$ cat config.mk
export PLATFORM = sky130hd
export DESIGN_NAME = bubsys_video_timing_gen
export DESIGN_NICKNAME = d
export VERILOG_FILES = /design/src/rtl/bubsys_video_timing_gen.sv
export SDC_FILE = /design/constraint.sdc
export NUM_CORES = 1
export LEC_CHECK = 0
export ABC_AREA = 1
export CORE_MARGIN = 2
export CORE_UTILIZATION = 30
export DETAILED_ROUTE_END_ITERATION = 8
export PLACE_DENSITY_LB_ADDON = 0.15
export SETUP_SLACK_MARGIN = 0.05
export SYNTH_ARGS = -nofsm -noshare
export SYNTH_HDL_FRONTEND = slang
export SYNTH_SLANG_ARGS = --single-unit
$ cat constraint.sdc
create_clock -name i_EMU_MCLK -period 2.2 [get_ports i_EMU_MCLK]
set_input_delay 0.44 -clock i_EMU_MCLK [delete_from_list [all_inputs] [get_ports i_EMU_MCLK]]
set_output_delay 0.44 -clock i_EMU_MCLK [all_outputs]
set_load 0.01 [all_outputs]
$ cat src/rtl/bubsys_video_timing_gen.sv
// GX400 / Bubble System raster timing: 9-bit H/V counters with
// registered blanking, sync, vblank IRQ strobe and frame parity.
module bubsys_video_timing_gen #(
  parameter logic [8:0] H_START     = 9'd128,
  parameter logic [8:0] V_START     = 9'd248,
  parameter logic [8:0] HVIS_START  = 9'd278,
  parameter logic [8:0] HVIS_END    = 9'd149,
  parameter logic [8:0] VVIS_START  = 9'd272,
  parameter logic [8:0] VVIS_END    = 9'd495,
  parameter logic [8:0] HSYNC_START = 9'd176,
  parameter logic [8:0] HSYNC_END   = 9'd207,
  parameter logic [8:0] VSYNC_START = 9'd500,
  parameter logic [8:0] VSYNC_END   = 9'd507
) (
  input  logic       i_EMU_MCLK,
  input  logic       i_EMU_INITRST_n,
  input  logic       i_EMU_CLK6MPCEN_n,
  output logic [8:0] o_HCOUNTER,
  output logic [8:0] o_VCOUNTER,
  output logic       o_HBLANK_n,
  output logic       o_VBLANK_n,
  output logic       o_DE,
  output logic       o_HSYNC_n,
  output logic       o_VSYNC_n,
  output logic       o_VBLANK_IRQ_n,
  output logic       o_FRAME_PARITY
);

  localparam logic [8:0] IRQ_LINE = VVIS_END + 9'd1;

  logic [8:0] r_h;
  logic [8:0] r_v;
  logic       r_hblank_n;
  logic       r_vblank_n;
  logic       r_de;
  logic       r_hsync_n;
  logic       r_vsync_n;
  logic       r_irq_n;
  logic       r_parity;

  logic       w_h_wrap;
  logic       w_v_wrap;
  logic [8:0] w_h_nxt;
  logic [8:0] w_v_nxt;
  logic       w_hvis;
  logic       w_vvis;
  logic       w_hsync;
  logic       w_vsync;
  logic       w_irq;

  assign w_h_wrap = (r_h == 9'd511);
  assign w_v_wrap = (r_v == 9'd511);
  assign w_h_nxt  = w_h_wrap ? H_START : r_h + 9'd1;
  assign w_v_nxt  = !w_h_wrap ? r_v :
                    w_v_wrap  ? V_START : r_v + 9'd1;

  // Decode the next counts so decodes line up with the counters.
  // The visible H window straddles the wrap, hence the OR.
  assign w_hvis  = (w_h_nxt >= HVIS_START) || (w_h_nxt <= HVIS_END);
  assign w_vvis  = (w_v_nxt >= VVIS_START) && (w_v_nxt <= VVIS_END);
  assign w_hsync = (w_h_nxt >= HSYNC_START) && (w_h_nxt <= HSYNC_END);
  assign w_vsync = (w_v_nxt >= VSYNC_START) && (w_v_nxt <= VSYNC_END);
  assign w_irq   = (w_v_nxt == IRQ_LINE) && (w_h_nxt == H_START);

  always_ff @(posedge i_EMU_MCLK or negedge i_EMU_INITRST_n) begin
    if (!i_EMU_INITRST_n) begin
      r_h        <= H_START;
      r_v        <= V_START;
      r_hblank_n <= 1'b0;
      r_vblank_n <= 1'b0;
      r_de       <= 1'b0;
      r_hsync_n  <= 1'b1;
      r_vsync_n  <= 1'b1;
      r_irq_n    <= 1'b1;
      r_parity   <= 1'b0;
    end else if (!i_EMU_CLK6MPCEN_n) begin
      r_h        <= w_h_nxt;
      r_v        <= w_v_nxt;
      r_hblank_n <= w_hvis;
      r_vblank_n <= w_vvis;
      r_de       <= w_hvis & w_vvis;
      r_hsync_n  <= ~w_hsync;
      r_vsync_n  <= ~w_vsync;
      r_irq_n    <= ~w_irq;
      r_parity   <= r_parity ^ w_irq;
    end
  end

  assign o_HCOUNTER     = r_h;
  assign o_VCOUNTER     = r_v;
  assign o_HBLANK_n     = r_hblank_n;
  assign o_VBLANK_n     = r_vblank_n;
  assign o_DE           = r_de;
  assign o_HSYNC_n      = r_hsync_n;
  assign o_VSYNC_n      = r_vsync_n;
  assign o_VBLANK_IRQ_n = r_irq_n;
  assign o_FRAME_PARITY = r_parity;

endmodule

Yosys cells after proc, flatten, opt, wreduce, memory -nomap -nowiden --
Cells that the tools add are included.
Word-level totals: bits in registers 25, logic and storage cells 36
Operators by class: add/sub/neg operators 2, $lt $le $gt $ge 8, eq/ne operators 4, mux-type cells 3, bitwise operators 5, reduce and logical (&&, ||, !) cells 5
Operator list (number):
- 9-bit == test, second input constant | 3
- 9-bit >= comparator, second input constant | 3
- 9-bit two-way mux | 3
- 9-bit by 1-bit adder with 9-bit output, second input constant | 2
- 9-bit by 8-bit less-or-equal comparator with 1-bit output, second input constant | 2
- 9-bit less-or-equal comparator, second input constant | 2
- 9-bit by 8-bit == test with 1-bit output, second input constant | 1
- 9-bit by 8-bit >= comparator with 1-bit output, second input constant | 1
- 1-bit logical AND | 4
- 1-bit inverter | 3
- 1-bit AND | 1
- 1-bit logical OR | 1
- 1-bit bitwise XOR | 1

Logic depth before layout (Yosys ltp) --
word-level depth 6, depth in mapped cells 19, gate-level depth less buffers 19

Worst setup path before layout --
No wires, ideal clock.
path kind flip-flop to flip-flop, from register r_h[0] (netlist: o_HCOUNTER[0]), to register r_parity (netlist: o_FRAME_PARITY), setup time 0.117 ns, data arrival time 2.125 ns, data required time 2.083 ns, setup slack -0.042 ns, cell stages (with the launch flop) 19, period minus slack after synthesis 2.242 ns, cell sequence dfrtp_1 ha_1 nand2_2 nor2_4 nand3_1 nor2_1 ha_1 buf_6 nand2_1 nor2_1 nand3_1 nand3_2 nand2_1 inv_1 nand2_1 nor2_1 nand3_1 nand2_1 nand2_1
Between the ends: cells in the longest elaborated chain, start to end 5, elaborated cells on any way between the ends 8, those cells by class add/sub: 1; eq/ne: 3; mux: 2; bitwise: 1; reduce/logical: 1
RTL lines:
- start, declared | RTL line 31 | logic [8:0] r_h;
- start signal, assigned | RTL line 77 | r_h <= w_h_nxt;
- 9-bit by 1-bit adder with 9-bit output or 9-bit == test (tied branches) | RTL line 53, 51
- 9-bit two-way mux (on tied branches) | RTL line 53, 54
- 9-bit by 8-bit == test with 1-bit output or 9-bit == test (tied branches) | RTL line 63 | assign w_irq = (w_v_nxt == IRQ_LINE) && (w_h_nxt == H_START);
- 1-bit logical AND * | RTL line 63
- 1-bit bitwise XOR * | RTL line 85 | r_parity <= r_parity ^ w_irq;
- end signal, assigned | RTL line 85
- end, declared | RTL line 39 | logic r_parity;
Every way passes the cells marked *; elsewhere a longest branch is shown, timed or not. A chain may end at the register's enable or synchronous reset.

Final worst setup path --
Same ends and word-level chain as after synthesis.

==> impl_metrics.tcl <==
set metrics [dict create \
    arrival_ps 2310 \
    rr_worst_depth 20 \
    hold_path.startpoint "o_HBLANK_n$_DFFE_PN0N_" \
    antenna_violating_nets_post_route 0 \
    portBuffers 27 \
    clock_latency_ps 270 \
    die_width_microns 77.66 \
    final_layout_size_suffix_gt1_frac 0.3290 \
    critical_path_class "register to register" \
    multi_input_area_sq_um 999.7 \
    synth_fp_nets 245 \
    timing_worst_slew_pin_value_ps 337.1 \
    fill_cells 513 \
    die_y_microns 77.66 \
    timing.hold.worst_path_depth 2 \
    finalSetupViolCount 0 \
    drt-vias-per-instance 4.516 \
    r2r_start "o_HCOUNTER[0]$_DFFE_PN0N_" \
    gr-usage-all-layers 0.1583 \
    place_congestion 0.8507 \
    final-max-slew-violation-count 0 \
    worstPathRequired_ps 2370 \
    worst_hold_class "register to register" \
    final_core_utilization 0.4865 \
    timing.critical_path.fanout_max 7 \
    outcome "completed" \
    cts_hold_buffers 0 \
    cts_num_sinks 25 \
    seqCellArea_sq_um 639.4 \
    final_min_period_over_clock_period 0.9704 \
    synthToLayoutAreaGrowth_pct 54.57 \
    cts-buffers-inserted 3 \
    dp_cells 367 \
    place_worst_setup_slack_ps -112.4 \
    global_route_wire_length_before_repair_microns 7693 \
    tritoncts "built" \
    critical_path.reg2reg.endpoint "o_FRAME_PARITY$_DFFE_PN0N_" \
    pwr_density_cell_nw_per_um2 707.9 \
    leakage_nw 1.172 \
    grt_antenna_before_repair 0 \
    dp_hpwl_microns 3242 \
    stdcell_count 380 \
    floorplan.die_area_sq_um 6031 \
    yosysUniqueCellTypes 25 \
    grt_max_degree 26 \
    syn-mean-instance-area_sq_um 6.840 \
    grt_setup_unrepaired "yes" \
    initial_utilization 0.3147 \
    timing.slew.headroom 0.7750 \
    worst_clock_skew_ps 3.887 \
    netlist_area_sq_um 1628 \
    final_period_demand_of_the_worst_path_ps 2135 \
    yosys_warnings 0 \
    finalWirelength_microns 4549 \
    fmaxAchievable_mhz 468.4 \
    peakVddDrop_v 0.0003062 \
    yosysSeqAreaShare 0.3912 \
    final_routed_drc_violation_total 0 \
    detail_routed_net_length_per_standard_cell_microns 11.97 \
    clock_tree.htree_level_count 1 \
    final.hold.worst_slack_ps 494.1 \
    drt_iter0_markers 87 \
    hold_viol 0 \
    core.rowCount 26 \
    number_of_global_route_vias_before_repair 1663 \
    setup_ws_ps 65.02 \
    synth_cells 238 \
    drtPass1Iterations 4 \
    antennaDiodeCount 0 \
    dr_total_vias 1716 \
    top_level_ports 28 \
    design.final.nets 318 \
    crit_path_start_kind "register" \
    hold-path-endpoint "o_HBLANK_n$_DFFE_PN0N_" \
    core_area_sq_um 5172 \
    ys_seq_elements 25 \
    path_clk_slew_ps 90 \
    cts-root-buf "clkbuf_8" \
    clockBufferDepth 2 \
    critical_path.endpoint_type "register" \
    reg2reg_slack_ps 70 \
    max-cap-violations 0 \
    globalRoute.totalOverflow 0 \
]
## per-layer routing
metal / global-route usage / part of all wire
met5: 0 / 0
met3: 0.01395 / 0.024
met4: 0.05357 / 0.0095
met2: 0.2517 / 0.48
met1: 0.2251 / 0.48
## synth_stat cells (all sizes together)
cell	instances	area (sq um)
a21oi	3	15.01
o21ai	22	113.9
dfstp	9	236.5
o21bai	1	7.510
nor3	2	10.01
nand4	4	25.02
nand3b	2	15.01
inv	32	120.1
o21a	1	7.510
buf	2	15.01
nand2	84	325.3
ha	4	50.05
nand3	31	165.2
nor2	20	102.6
clkinv	2	7.510
dfrtp	16	400.4
clkbuf	3	11.26
## metrics by stage
| stage | area, sq um | setup TNS (ps) | power [mW] |
|---|---|---|---|
| final | 2516 | 0 | 1.781 |
| after global routing | 2516 | -387.3 | 1.924 |
| after CTS | 2399 | 0 | 1.748 |
| after detailed placement | 2255 | -298.9 | 1.432 |
| after global placement | 2255 | -231.3 | 1.441 |
| after floorplan | 1645 | 0 | 1.013 |
## worst max-delay path by stage
stage	startpoint	endpoint	slack [ps]	depth (start not counted)
2_1_floorplan	o_HCOUNTER[0]$_DFFE_PN0N_	o_FRAME_PARITY$_DFFE_PN0N_	50	18
5_1_grt	o_HCOUNTER[0]$_DFFE_PN0N_	o_DE$_DFFE_PN0N_	-120	18
6_report	o_HCOUNTER[0]$_DFFE_PN0N_	o_FRAME_PARITY$_DFFE_PN0N_	70	20
3_3_place_gp	o_HCOUNTER[0]$_DFFE_PN0N_	o_DE$_DFFE_PN0N_	-100	17
4_1_cts	o_HCOUNTER[0]$_DFFE_PN0N_	o_DE$_DFFE_PN0N_	30	16
3_5_place_dp	o_HCOUNTER[0]$_DFFE_PN0N_	o_DE$_DFFE_PN0N_	-110	17
## critical path, stage by stage, from the launching register on
cell and delay [ps]:
dfrtp_2 430, ha_4 170, nand2_4 60, nor2_4 40, nand3_2 90, nor2_4 40
ha_4 180, buf_4 130, buf_4 130, nand2_1 60, nand2_1 40, nand2_1 60
nand2_1 60, nor2_1 100, nand2_1 70, inv_2 60, nand2_1 50, nor2_1 80
nand3_1 70, nand2_1 60, nand2_1 40
## timing repair
| action | in CTS | in global routing |
|---|---|---|
| buffers inserted | 6 | 3 |
| gates cloned | 0 | 0 |
| gates resized for setup | 13 | 24 |
| pin swaps | 10 | 9 |
| endpoints found under the setup margin | 5 | 7 |
## cell type report
type | instances | share of cell area
clock buffers | 3 | 0.01641
well taps | 70 | 0.03481
inverters | 34 | 0.05072
flip-flops and latches | 25 | 0.2541
repair buffers | 73 | 0.2447
multi-input cells | 174 | 0.3973
clock inverters | 1 | 0.001989
## cell usage in the layout (no fill, tap or decap)
cell type	count
nor3_1	1
nand3b_1	2
inv_2	2
nand3_1	22
a21oi_1	1
o21ai_4	1
clkinv_1	2
nand2_4	1
nand4_1	4
nor2_2	5
dfrtp_1	14
dfrtp_2	2
o21ai_1	1
nand3_4	3
clkinv_2	1
a21oi_2	2
o21ai_2	2
nor2_4	6
nor3_2	1
buf_4	46
dfstp_2	9
clkdlybuf4s50_1	27
ha_4	2
o21ai_0	18
nand2_2	8
clkbuf_8	3
inv_1	30
nand2_1	75
o21a_1	1
nand3_2	6
ha_2	2
o21bai_1	1
nor2_1	9
## report_power, final
group	switching (mW)	internal, mW	total, mW
clock network	0.156	0.127	0.283
logic	0.463	0.421	0.884
registers	0.0613	0.553	0.614
## cells by family after synthesis
group                      share of synthesized area
AOI/OAI and AO/OA                            0.08839
adders and majority gates                    0.03075
buffers and inverters                        0.09454
DFF                                           0.3912
and+or+nand+nor                               0.3951
Power figures use the tool's default switching activity.
